`config.mk`:
```
export PLATFORM = sky130hd
export DESIGN_NAME = seven_seg_scan_ctrl
export DESIGN_NICKNAME = d
export VERILOG_FILES = /design/src/rtl/seven_seg_scan_ctrl_pkg.sv /design/src/rtl/seven_seg_scan_timer.sv /design/src/rtl/seven_seg_scan_ctrl.sv
export SDC_FILE = /design/constraint.sdc
export NUM_CORES = 1
export LEC_CHECK = 0
export CORE_ASPECT_RATIO = 1.4
export CORE_MARGIN = 10
export CORE_UTILIZATION = 40
export CTS_BUF_LIST = sky130_fd_sc_hd__clkbuf_8
export DETAILED_ROUTE_END_ITERATION = 12
export MAX_ROUTING_LAYER = met4
export SLEW_MARGIN = 10
export SYNTH_ARGS = -nofsm -noshare
export SYNTH_HDL_FRONTEND = slang
export SYNTH_SLANG_ARGS = --single-unit
```
`constraint.sdc`:
```
create_clock -name clk -period 2.7 [get_ports clk]
set_clock_uncertainty 0.05 [all_clocks]
set_input_delay 0.675 -clock clk [delete_from_list [all_inputs] [get_ports clk]]
set_output_delay 0.675 -clock clk [all_outputs]
set_load 0.01 [all_outputs]
```
`src/rtl/seven_seg_scan_ctrl_pkg.sv`:
```
// rtl/seven_seg_scan_ctrl_pkg.sv - shared types and constants for the seven-segment scan controller
package seven_seg_scan_ctrl_pkg;

    localparam int CODE_W_DEF = 3;

    // Wide enough for the largest supported display; callers slice to NUM_DIGITS.
    localparam logic [7:0] AN_ALL_OFF = 8'hFF;

    typedef enum logic [1:0] {
        ST_IDLE,
        ST_BLANK,
        ST_SHOW
    } scan_state_t;

endpackage

```
`src/rtl/seven_seg_scan_timer.sv`:
```
// rtl/seven_seg_scan_timer.sv - per-digit slot counter with blank/show terminal-count flags
module seven_seg_scan_timer #(
    parameter int SLOT_CYCLES  = 100000,
    parameter int BLANK_CYCLES = 1000
) (
    input  logic clk,
    input  logic rst,
    input  logic run,
    output logic blank_end,
    output logic slot_end
);

    localparam int CNT_W = $clog2(SLOT_CYCLES);

    logic [CNT_W-1:0] cnt;

    assign blank_end = (cnt == CNT_W'(BLANK_CYCLES - 1));
    assign slot_end  = (cnt == CNT_W'(SLOT_CYCLES - 1));

    always_ff @(posedge clk or posedge rst) begin
        if (rst) begin
            cnt <= '0;
        end else if (!run || slot_end) begin
            cnt <= '0;
        end else begin
            cnt <= cnt + CNT_W'(1);
        end
    end

endmodule

```
`src/rtl/seven_seg_scan_ctrl.sv`:
```
// rtl/seven_seg_scan_ctrl.sv - time-multiplexed common-anode scan controller with frame-aligned updates
module seven_seg_scan_ctrl
    import seven_seg_scan_ctrl_pkg::*;
#(
    parameter int NUM_DIGITS   = 4,
    parameter int SLOT_CYCLES  = 100000,
    parameter int BLANK_CYCLES = 1000,
    parameter int CODE_W       = CODE_W_DEF
) (
    input  logic                         clk,
    input  logic                         rst,
    input  logic                         enable,
    input  logic                         wr_valid,
    output logic                         wr_ready,
    input  logic [NUM_DIGITS*CODE_W-1:0] wr_data,
    output logic [CODE_W-1:0]            seg_code,
    output logic [NUM_DIGITS-1:0]        an_n,
    output logic                         frame_done
);

    localparam int IDX_W  = $clog2(NUM_DIGITS);
    localparam int DATA_W = NUM_DIGITS * CODE_W;
    localparam logic [NUM_DIGITS-1:0] AN_OFF = AN_ALL_OFF[NUM_DIGITS-1:0];

    scan_state_t       state;
    logic [IDX_W-1:0]  idx;
    logic [IDX_W-1:0]  idx_nxt;
    logic [DATA_W-1:0] active;
    logic [DATA_W-1:0] active_nxt;
    logic [DATA_W-1:0] pend_data;
    logic              pending;
    logic              run;
    logic              blank_end;
    logic              slot_end;
    logic              last_digit;
    logic              boundary;
    logic              commit;
    logic              xfer;

    function automatic logic [CODE_W-1:0] digit_code(input logic [DATA_W-1:0] d,
                                                      input logic [IDX_W-1:0]  i);
        return d[i*CODE_W +: CODE_W];
    endfunction

    seven_seg_scan_timer #(
        .SLOT_CYCLES  (SLOT_CYCLES),
        .BLANK_CYCLES (BLANK_CYCLES)
    ) u_timer (
        .clk       (clk),
        .rst       (rst),
        .run       (run),
        .blank_end (blank_end),
        .slot_end  (slot_end)
    );

    assign pending    = !wr_ready;
    assign run        = enable && (state != ST_IDLE);
    assign last_digit = (idx == IDX_W'(NUM_DIGITS - 1));
    assign idx_nxt    = last_digit ? '0 : idx + IDX_W'(1);
    assign boundary   = run && (state == ST_SHOW) && slot_end && last_digit;
    assign commit     = (state == ST_IDLE) || boundary;
    assign xfer       = wr_valid && !pending;

    // A beat landing on a commit cycle skips the pending stage entirely.
    always_comb begin
        active_nxt = active;
        if (commit) begin
            if (xfer) begin
                active_nxt = wr_data;
            end else if (pending) begin
                active_nxt = pend_data;
            end
        end
    end

    always_ff @(posedge clk or posedge rst) begin
        if (rst) begin
            active    <= '0;
            pend_data <= '0;
            wr_ready  <= 1'b1;
        end else begin
            active <= active_nxt;
            if (commit) begin
                wr_ready <= 1'b1;
            end else if (xfer) begin
                pend_data <= wr_data;
                wr_ready  <= 1'b0;
            end
        end
    end

    always_ff @(posedge clk or posedge rst) begin
        if (rst) begin
            state      <= ST_IDLE;
            idx        <= '0;
            an_n       <= AN_OFF;
            seg_code   <= '0;
            frame_done <= 1'b0;
        end else begin
            frame_done <= 1'b0;
            case (state)
                ST_IDLE: begin
                    an_n <= AN_OFF;
                    idx  <= '0;
                    if (enable) begin
                        state    <= ST_BLANK;
                        seg_code <= digit_code(active_nxt, '0);
                    end
                end
                ST_BLANK: begin
                    if (!enable) begin
                        state <= ST_IDLE;
                        idx   <= '0;
                        an_n  <= AN_OFF;
                    end else if (blank_end) begin
                        state <= ST_SHOW;
                        an_n  <= ~(NUM_DIGITS'(1) << idx);
                    end
                end
                ST_SHOW: begin
                    if (!enable) begin
                        state <= ST_IDLE;
                        idx   <= '0;
                        an_n  <= AN_OFF;
                    end else if (slot_end) begin
                        state      <= ST_BLANK;
                        an_n       <= AN_OFF;
                        idx        <= idx_nxt;
                        seg_code   <= digit_code(active_nxt, idx_nxt);
                        frame_done <= last_digit;
                    end
                end
                default: begin
                    state <= ST_IDLE;
                    idx   <= '0;
                    an_n  <= AN_OFF;
                end
            endcase
        end
    end

endmodule
```
==> results of run 1 <==
[power by group through the flow]
stage / clock network, mW / registers [mW] / logic [mW]
2_1_floorplan: 0 / 0.959 / 0.225
3_3_place_gp: 0 / 0.986 / 0.340
3_5_place_dp: 0 / 0.986 / 0.345
4_1_cts: 0.571 / 0.971 / 0.347
5_1_grt: 0.598 / 0.984 / 0.380
6_report: 0.556 / 0.970 / 0.344
[layout make-up]
class	instances	area (um2)
fillers	749	3950
clock inverters	3	40.0
well taps	100	125
clock buffers	5	68.8
multi-input cells	246	1650
inverters	15	56.3
flip-flops and latches	54	1360
repair buffers	51	455
[per-stage QoR]
step | TNS, ns | power, mW | worst slack (ns) | hold WS [ns]
CTS | 0 | 1.89 | 0.220 | 0.439
global placement | 0 | 1.33 | 0.0332 | 0.425
global route | 0 | 1.96 | 0.0319 | 0.467
detailed placement | -0.0603 | 1.33 | -0.0603 | 0.425
floorplan | 0 | 1.18 | 0.331 | 0.405
finish | 0 | 1.87 | 0.240 | 0.432
[critical path, stage by stage, from the launching register on]
cell	delay, ns
sky130_fd_sc_hd__dfrtp_1	0.39
sky130_fd_sc_hd__ha_1	0.24
sky130_fd_sc_hd__and4_1	0.30
sky130_fd_sc_hd__and4_1	0.36
sky130_fd_sc_hd__buf_4	0.22
sky130_fd_sc_hd__mux2i_1	0.19
sky130_fd_sc_hd__o211a_1	0.22
sky130_fd_sc_hd__o22ai_1	0.09
sky130_fd_sc_hd__o41ai_1	0.30
[how the worst min path moves through the flow]
stage	to	slack, ns	cells past startpoint
after floorplan	u_timer.cnt[0]	0.40	1
after global placement	u_timer.cnt[0]	0.42	1
after detailed placement	u_timer.cnt[0]	0.43	1
after CTS	u_timer.cnt[0]	0.44	1
after global routing	u_timer.cnt[0]	0.47	1
final	u_timer.cnt[0]	0.43	1
[layer usage]
layer / vias to the layer above / GRT usage (%) / routed length, um
li1: 1297 / - / -
met4: 0 / 6.45 / 165
met2: 49 / 24.6 / 4340
met1: 1255 / 16.1 / 3510
met5: - / - / 0
met3: 15 / 3.47 / 321
[registers in the layout, indices dropped and copies added, names as in the netlist]
signal,count
u_timer.cnt,17
active,12
pend_data,12
an_n,4
seg_code,3
idx,2
state,2
frame_done,1
wr_ready,1
[placed cells by master, fill, tap and decap left out, types with 6 or more instances in the layout]
cell type	synthesis	routed
sky130_fd_sc_hd__dfrtp_1	49	49
sky130_fd_sc_hd__nor2_1	37	37
sky130_fd_sc_hd__nand2_1	26	26
sky130_fd_sc_hd__buf_4	1	26
sky130_fd_sc_hd__clkdlybuf4s50_1	0	24
sky130_fd_sc_hd__inv_1	15	14
sky130_fd_sc_hd__a21oi_1	13	13
sky130_fd_sc_hd__nor3_1	12	12
sky130_fd_sc_hd__o21ai_0	10	10
sky130_fd_sc_hd__nand3_1	9	9
sky130_fd_sc_hd__xor2_1	9	9
sky130_fd_sc_hd__nor4_1	8	8
sky130_fd_sc_hd__mux2_1	8	8
sky130_fd_sc_hd__or3_1	7	7
sky130_fd_sc_hd__a31oi_1	7	7
sky130_fd_sc_hd__o22ai_1	6	6
[cell families (layout without fill, tap and decap cells)]
kind of cell             count (synthesis)  in the layout
flip-flops                              54             54
AO/OA/AOI/OAI                           72             72
XOR/XNOR                                13             13
buffers and inverters                   34             74
adder cells (fa/ha/maj)                  5              5
multiplexers                            17             17
AND/OR/NAND/NOR                        139            139
==> impl_metrics.csv, run 1 <==
group,metric,value,unit
run_status,run_status,"finished clean",
worst_setup_path,worst_ep_arrival_time,2.63,ns
sta,worst-slew-pin-transition,0.533,ns
cells_and_area,num-nets-final,394,
floorplan,fp.dieArea,0.0119,mm2
placed_design,detailed_place.area,0.00365,mm2
cells_and_area,fin_area,0.00375,mm2
yosys,post-synth-top-area-cell,"sky130_fd_sc_hd__dfrtp_1",
cells_and_area,final_cells,474,
cts,clkSinkCount,54,
routing,via_per_inst,5.52,
cts,worst_setup_hold_path_clk_slew,0.10,ns
yosys,synth_area_leaders,"sky130_fd_sc_hd__dfrtp_1 39%, sky130_fd_sc_hd__nor2_1 4.4%, sky130_fd_sc_hd__dfstp_2 4.2%",
placed_design,placed_cells_incl_taps,466,
cts,cts.path.max_buffers,2,
placed_design,detailed_place_hpwl,6.13,mm
yosys,yosysWarningCount,0,
floorplan,chipHeight,125,um
yosys,synth.yosys.seq_area_share,43.1,%
yosys,most_frequent_cells_after_synthesis,"49 x sky130_fd_sc_hd__dfrtp_1, 37 x sky130_fd_sc_hd__nor2_1, 26 x sky130_fd_sc_hd__nand2_1",
worst_setup_path,regToRegEndpoint,"seg_code[2]",
worst_setup_path,setup.worst_path.start_class,"flop",
global_route,grtUsageTotal,14.7,%
cells_and_area,syn_to_final_growth,19.2,%
global_route,global_route_wire_length_before_repair,13.8,mm
cells_and_area,layout.core_utilization,48.7,%
global_route,first_global_vias,2775,
cells_and_area,post_route_cells_drive_above_1_share,15.5,%
hold_path,worst_hold_startpoint,"u_timer.cnt[0]",
yosys,post_synth_num_cell_types,62,
yosys,syn_inst,334,
worst_setup_path,worst_setup_path_startpoint,"u_timer.cnt[0]",
floorplan,dieWidth,95.0,um
yosys,synth-edff-count,0,
yosys,ys_async_sr_fraction,100,%
routing,first_pass_iters,4,
power,seq_power_share,51.9,%
cts,cts_inserted_buffers,5,
hold_path,timing.hold.worst.class,"flop to flop",
routing,post-route-drc-count,0,
cts,clk_root_buffer_cell,"sky130_fd_sc_hd__clkbuf_8",
worst_setup_path,worst-endpoint-required,2.87,ns
routing,wl_per_cell,17.6,um
routing,drt_iter0_drc,131,
cts,postCtsHoldBufs,0,
yosys,synth_simple_gate_area_share,24.3,%
sta,max-slew-margin-rel,64.2,%
power,power.share.switching,27.9,%
worst_setup_path,worst-path-max-fanout,7,
yosys,synth-compound-area-share,16.6,%
worst_setup_path,ff2ff_setup_slack,0.24,ns
routing,antenna_violating_nets_post_route,0,
yosys,synth-adder-area-share,1.99,%
cts,tritoncts_clock_tree,"built",
yosys,synth_area_in_xor_xnor,3.61,%
routing,vias_after_detailed_routing,2616,
floorplan,top_level_ports,25,
power,leak,1.54,nW
yosys,synthFlopType,"sky130_fd_sc_hd__dfrtp_1",
floorplan,core_area,0.00770,mm2
global_route,grt_start_max_net_pins,55,
yosys,largest_family_of_logic_cells_by_synthesized_area,"simple AND/OR/NAND/NOR gates",
sta,grt_setup_unrepaired,"no",
placed_design,gpl.final_weighted_congestion,0.884,
yosys,synth_fp_nets,355,
sta,timing.final.hold_violations,0,
yosys,synth-seq-cells,54,
placed_design,placement.io_buffers,24,
worst_setup_path,setup.worst_path.end,"seg_code[2]",
sta,max_clock_freq,0.406,GHz
yosys,yosys.cell_count.top_type,"sky130_fd_sc_hd__dfrtp_1",
worst_setup_path,worst-r2r-cell-count,8,
cts,clk-insertion-delay-late,0.32,ns
power,power_frac_clock,29.7,%
global_route,grt_overflow_total,0,
yosys,synth_top_cell_area_share,38.9,%
yosys,syn_avg_cell_area,9.43,um2
worst_setup_path,setup.worst_path.end_class,"flop",
sta,finalCriticalPeriod,2.46,ns
routing,routed_wirelength,8.34,mm
sta,setup_viol,0,
cts,ctsHtreeMaxLevel,2,
power,powerDensity,498,mW/mm2
worst_setup_path,timing.rr.start,"u_timer.cnt[0]",
power,power_frac_comb,18.4,%
cells_and_area,insertedDiodeCount,0,
cts,cts.repair_timing.setup_buffer_count,0,
sta,finalMaxSlewViolations,0,
global_route,antenna_found_initial,0,
floorplan,rows,38,
sta,fin_crit_sh,91.1,%
yosys,synth_mux_area_share,5.88,%
power,power.internal,1.35,mW
yosys,synthesis.area,0.00315,mm2
floorplan,floorplan.initialDensity,40.9,%
power,switching_power_total,0.522,mW
cts,ctsResizeCount,0,
worst_setup_path,path_class,"flop to flop",
run,cap_viol_max_count,0,
power,ir_worst_vdd,0.000372,V
Note: power is estimated with default switching activity, not from simulation.
==> run 2, diff against run 1 <==
CORE_UTILIZATION = 44   (was 40)
==> run 2 against run 1 <==
Compared with the run above: sequential share of layout area grew 0.44 points; highest routed layer unchanged; clock power shrank 21%; largest power group unchanged; hold slack gained 0.0087 ns; total power shrank 5.9%; non-clock buffer count shrank 3; sequential power is essentially flat; final area shrank 1.2%; routed wire length grew 1.6%; sequential cell count is the same.
==> impl_metrics.csv, run 2 (synthesis results as in run 1) <==
group,metric,value,unit
run_status,run_status,"finished clean",
routing,vias_after_detailed_routing,2724,
routing,antenna_violating_nets_post_route,0,
cts,cts.path.max_buffers,2,
worst_setup_path,cpMaxStageDelayCell,"sky130_fd_sc_hd__and4_1",
global_route,global_route_wire_length_before_repair,14.1,mm
floorplan,fp.dieArea,0.0110,mm2
power,leak,1.52,nW
worst_setup_path,worst_ep_arrival_time,2.73,ns
cells_and_area,num-nets-final,391,
routing,drt_iter0_drc,158,
cells_and_area,layout.cells.most_common_list,"49 x sky130_fd_sc_hd__dfrtp_1, 37 x sky130_fd_sc_hd__nor2_1, 26 x sky130_fd_sc_hd__nand2_1, 24 x sky130_fd_sc_hd__clkdlybuf4s50_1, 22 x sky130_fd_sc_hd__buf_4",
cts,ctsResizeCount,0,
sta,fin_crit_sh,94.2,%
worst_setup_path,chain_of_cells_forming_the_critical_path,"ha_1 > and4_1 > and4_1 > mux2_2 > nor4_1 > a31oi_1 > a31oi_1",
cells_and_area,largest_registers,"u_timer.cnt (17), active (12), pend_data (12)",
floorplan,dieWidth,91.5,um
global_route,grt_start_max_net_pins,55,
worst_setup_path,worst_path_largest_cell_delay,0.50,ns
hold_path,min_delay_path_depth,1,
placed_design,detailed_place_hpwl,6.25,mm
sta,timing.final.hold_violations,0,
cts,cts.repair_timing.setup_buffer_count,0,
cells_and_area,insertedDiodeCount,0,
power,powerDensity,474,mW/mm2
cells_and_area,post_route_cells_drive_above_1_share,14.0,%
worst_setup_path,path_class,"flop to flop",
worst_setup_path,worst-path-max-fanout,9,
hold_path,timing.hold.worst.class,"flop to flop",
cts,clk-insertion-delay-late,0.31,ns
worst_setup_path,worst-endpoint-required,2.89,ns
worst_setup_path,worst-r2r-cell-count,7,
cells_and_area,layout.cells.most_common,"sky130_fd_sc_hd__dfrtp_1",
floorplan,chipHeight,120,um
global_route,grtUsageTotal,16.0,%
sta,holdWs,0.441,ns
worst_setup_path,setup.worst_path.end_class,"flop",
floorplan,top_level_ports,25,
cells_and_area,largest_register_ffs,17,
routing,routed_wirelength,8.47,mm
sta,finalCriticalPeriod,2.54,ns
sta,grt_setup_unrepaired,"no",
sta,setup_viol,0,
floorplan,rows,36,
placed_design,placement.io_buffers,24,
worst_setup_path,path_delay_family,"simple AND/OR/NAND/NOR gates",
power,ir_worst_vdd,0.000285,V
floorplan,floorplan.initialDensity,45.1,%
cts,ctsHtreeMaxLevel,2,
sta,max_clock_freq,0.393,GHz
sta,max-slew-margin-rel,59.4,%
sta,worst-slew-pin-transition,0.605,ns
cts,clk_root_buffer_cell,"sky130_fd_sc_hd__clkbuf_8",
cts,cts_inserted_buffers,5,
routing,via_per_inst,5.85,
worst_setup_path,crit_buf_inv,0,
routing,wl_per_cell,18.2,um
global_route,antenna_found_initial,0,
cells_and_area,top_reg_by_flops,"u_timer.cnt",
run,cap_viol_max_count,0,
worst_setup_path,worstSetupPathDepth,7,
routing,post-route-drc-count,0,
sta,finalMaxSlewViolations,0,
cells_and_area,layout.core_utilization,53.1,%
cts,worst_setup_hold_path_clk_slew,0.10,ns
cts,postCtsHoldBufs,0,
worst_setup_path,setup.worst_path.start_class,"flop",
routing,first_pass_iters,4,
floorplan,core_area,0.00698,mm2
cells_and_area,syn_to_final_growth,17.8,%
cts,clkSinkCount,54,
global_route,grt_overflow_total,0,
global_route,first_global_vias,2809,
placed_design,gpl.final_weighted_congestion,0.892,
cts,tritoncts_clock_tree,"built",
## run 2: changes by cell type in the layout (fill, tap and decap cells not counted), sizes merged
cell / previous run / this run
buf: 27 / 24
inv: 15 / 18
clkinv: 2 / 0
bufinv: 1 / 0
## run 2: path summary, 6_finish.rpt
check,start,to,slack [ns]
hold reg to reg,u_timer.cnt[0],u_timer.cnt[0],0.44
setup / recovery,u_timer.cnt[0],seg_code[0],0.16
min in group asynchronous,rst,pend_data[2],0.66
hold / removal,u_timer.cnt[0],u_timer.cnt[0],0.44
setup reg to reg,u_timer.cnt[0],seg_code[0],0.16
max in group asynchronous,rst,an_n[2],1.62
## run 2: area by class of cell
cell class / instances / area (um2)
clock inverters: 3 / 11.3
multi-input cells: 246 / 1650
inverters: 15 / 56.3
clock buffers: 5 / 68.8
fillers: 682 / 3270
repair buffers: 48 / 445
well taps: 95 / 119
flip-flops and latches: 54 / 1360
## run 2: layer usage
| layer | track usage [%] | share of wire, % | vias to the layer above |
|---|---|---|---|
| li1 | - | - | 1297 |
| met3 | 3.06 | 3.8 | 19 |
| met1 | 17.9 | 41 | 1349 |
| met2 | 27.2 | 52 | 59 |
| met5 | - | 0 | - |
| met4 | 6.78 | 3.0 | 0 |
## run 2: worst register-to-register path, cell delays in order (launching register included)
cell	delay, ns
sky130_fd_sc_hd__dfrtp_1	0.40
sky130_fd_sc_hd__ha_1	0.24
sky130_fd_sc_hd__and4_1	0.29
sky130_fd_sc_hd__and4_1	0.50
sky130_fd_sc_hd__mux2_2	0.40
sky130_fd_sc_hd__nor4_1	0.34
sky130_fd_sc_hd__a31oi_1	0.09
sky130_fd_sc_hd__a31oi_1	0.16
## run 2: per-stage QoR
step           instance area, um2  setup slack (ns)  power [mW]  TNS [ns]  instances
6_report                     3710             0.156        1.76         0        466
5_1_grt                      3710            0.0338        1.86         0        466
4_1_cts                      3710             0.165        1.77         0        466
3_5_place_dp                 3630          -0.00408        1.34  -0.00907        458
3_3_place_gp                 3630           0.00250        1.33         0        458
2_1_floorplan                3150             0.331        1.18         0        334
## run 2: where the power goes
part           switching, mW  internal [mW]  total, mW
sequential            0.0714          0.899      0.970
clock                  0.266          0.174      0.440
combinational          0.171          0.178      0.349
total                  0.509           1.25       1.76
==> RTL change: new RTL, config.mk and constraints of run 1 <==
Register the output `seg_code` once more, cleared by the reset; this adds one clock of latency there. The other outputs are not delayed to match.
--- a/src/rtl/seven_seg_scan_ctrl.sv
+++ b/src/rtl/seven_seg_scan_ctrl.sv
@@ -21,6 +21,8 @@
     localparam int IDX_W  = $clog2(NUM_DIGITS);
     localparam int DATA_W = NUM_DIGITS * CODE_W;
     localparam logic [NUM_DIGITS-1:0] AN_OFF = AN_ALL_OFF[NUM_DIGITS-1:0];
+
+    logic [CODE_W-1:0] seg_code_s0;
 
     scan_state_t       state;
     logic [IDX_W-1:0]  idx;
@@ -94,7 +96,7 @@
             state      <= ST_IDLE;
             idx        <= '0;
             an_n       <= AN_OFF;
-            seg_code   <= '0;
+            seg_code_s0 <= '0;
             frame_done <= 1'b0;
         end else begin
             frame_done <= 1'b0;
@@ -104,7 +106,7 @@
                     idx  <= '0;
                     if (enable) begin
                         state    <= ST_BLANK;
-                        seg_code <= digit_code(active_nxt, '0);
+                        seg_code_s0 <= digit_code(active_nxt, '0);
                     end
                 end
                 ST_BLANK: begin
@@ -126,7 +128,7 @@
                         state      <= ST_BLANK;
                         an_n       <= AN_OFF;
                         idx        <= idx_nxt;
-                        seg_code   <= digit_code(active_nxt, idx_nxt);
+                        seg_code_s0 <= digit_code(active_nxt, idx_nxt);
                         frame_done <= last_digit;
                     end
                 end
@@ -139,4 +141,12 @@
         end
     end
 
+    always_ff @(posedge clk or posedge rst) begin
+        if (rst) begin
+            seg_code <= '0;
+        end else begin
+            seg_code <= seg_code_s0;
+        end
+    end
+
 endmodule
Function: changed (Yosys sat finds a counterexample within 4 cycles, from zero or initial values and one cycle with rst high).
==> RTL change against run 1 <==
- final area grew 0.80%
- area after synthesis shrank 1.9%
- sequential cell count is 3 higher
- utilization rose by 2.0 points
- setup slack worse by 53 ps
- wire length is 6.8% lower
- die area shrank 1.6%
- power up 14%
- critical path depth fell by 7
- largest cell class unchanged
==> RTL change: results (changes against run 1) <==
status finished, final reports clean (unchanged); largest net degree at the start of global routing 27 (was 55); Critical Path Sink wr_ready (was seg_code[2]$_DFFE_PP0P_); Placed Instances 444 (was 466); Placed Instance Area 0.00360 sq mm (was 0.00365 sq mm); clock latency on the worst-skew pair 340 ps (was 320 ps); met3 usage 0.0307 (was 0.0347); Via density 5.58 (was 5.52); relative slew slack 0.541 (was 0.642); H-Tree Depth 3 (was 2); P_leak 1.64 nW (was 1.54 nW); f_max 398 MHz (was 406 MHz); CP max stage delay 820 ps (was 390 ps); total wire length 7770 microns (was 8340 microns); adder-cell share of the synthesized area 0.0202 (was 0.0199); worst r2r dst seg_code_s0[0]$_DFFE_PP0P_ (was seg_code[2]$_DFFE_PP0P_); hold endpoint seg_code[1]$_DFF_PP0_ (was u_timer.cnt[0]$_DFF_PP0_); met2 usage 0.245 (was 0.246); r2r setup slk 320 ps (was 240 ps); CP top delay family flip-flops (was simple AND/OR/NAND/NOR gates); GRT Total Usage 0.146 (was 0.147); M1 GR Usage 0.149 (was 0.161); Max IR drop VDD 273 uV (was 372 uV); DRT Pass-1 Iters 5 (was 4); crit-path max FO 26 (was 7); XOR/XNOR Fraction of Synth Area 0.0425 (was 0.0361); final std cells w/o fill 459 (was 474); crit path launch wr_ready$_DFFE_PP1P_ (was u_timer.cnt[0]$_DFF_PP0_); GPL Wtd Cong 0.922 (was 0.884); Seq/Total Area, Yosys 0.464 (was 0.431); Distinct cells, synth 61 (was 62); Worst-path clk slew 70 ps (was 100 ps); Fin Hold WS 332 ps (was 432 ps); R2R depth 7 (was 8); Hold Startpoint seg_code_s0[1]$_DFFE_PP0P_ (was u_timer.cnt[0]$_DFF_PP0_); WHS Path Cells 0 (was 1); Compound-Gate Fraction of Synth Area 0.165 (was 0.166); Iter 0 DRT Violations 116 (was 131); Crit-path slowest cell dfstp_2 (was dfrtp_1); fin nets 379 (was 394); Place WS -94.7 ps (was -60.3 ps); utilization after layout 0.508 (was 0.487); Worst Path Arrival 1790 ps (was 2630 ps); wl on met1 3060 microns (was 3510 microns); layout cells sized above 1 0.199 (was 0.155); top cells by count, synth dfrtp_1, nor2_1, nand2_1 (unchanged); post-DP HPWL 5840 microns (was 6130 microns); syn_nets 332 (was 355); fill count 704 (was 749); CTS buffer count 9 (was 5); Met3 Wirelength 370 microns (was 321 microns)
[RTL change: changes by cell type after synthesis, sizes merged, moves of 6 or more]
cell     before  now
a21oi        13   20
a2bb2oi       0    6
a31oi         7    0
and3          2    9
buf           4   10
clkbuf       15    4
nor3         13    3
nor4          9    1
[RTL change: area by class of cell]
type,count,share of cell area
clock inverters,3,0.00397
flip-flops and latches,57,0.379
inverters,12,0.0119
well taps,97,0.0321
repair buffers,50,0.122
multi-input cells,228,0.408
clock buffers,12,0.0436
[RTL change: cell families (layout without fill, tap and decap cells)]
| group | count (synthesis) | after routing |
|---|---|---|
| and+or+nand+nor | 115 | 115 |
| buffers and inverters | 26 | 77 |
| AOI/OAI and AO/OA | 74 | 74 |
| xor gates and xnor gates | 15 | 15 |
| muxes | 19 | 19 |
| DFF | 57 | 57 |
| adders and majority gates | 5 | 5 |
[RTL change: where the power goes]
part / internal [mW] / switching, mW
Clock: 0.398 / 0.330
Sequential: 0.953 / 0.0737
Combinational: 0.201 / 0.171
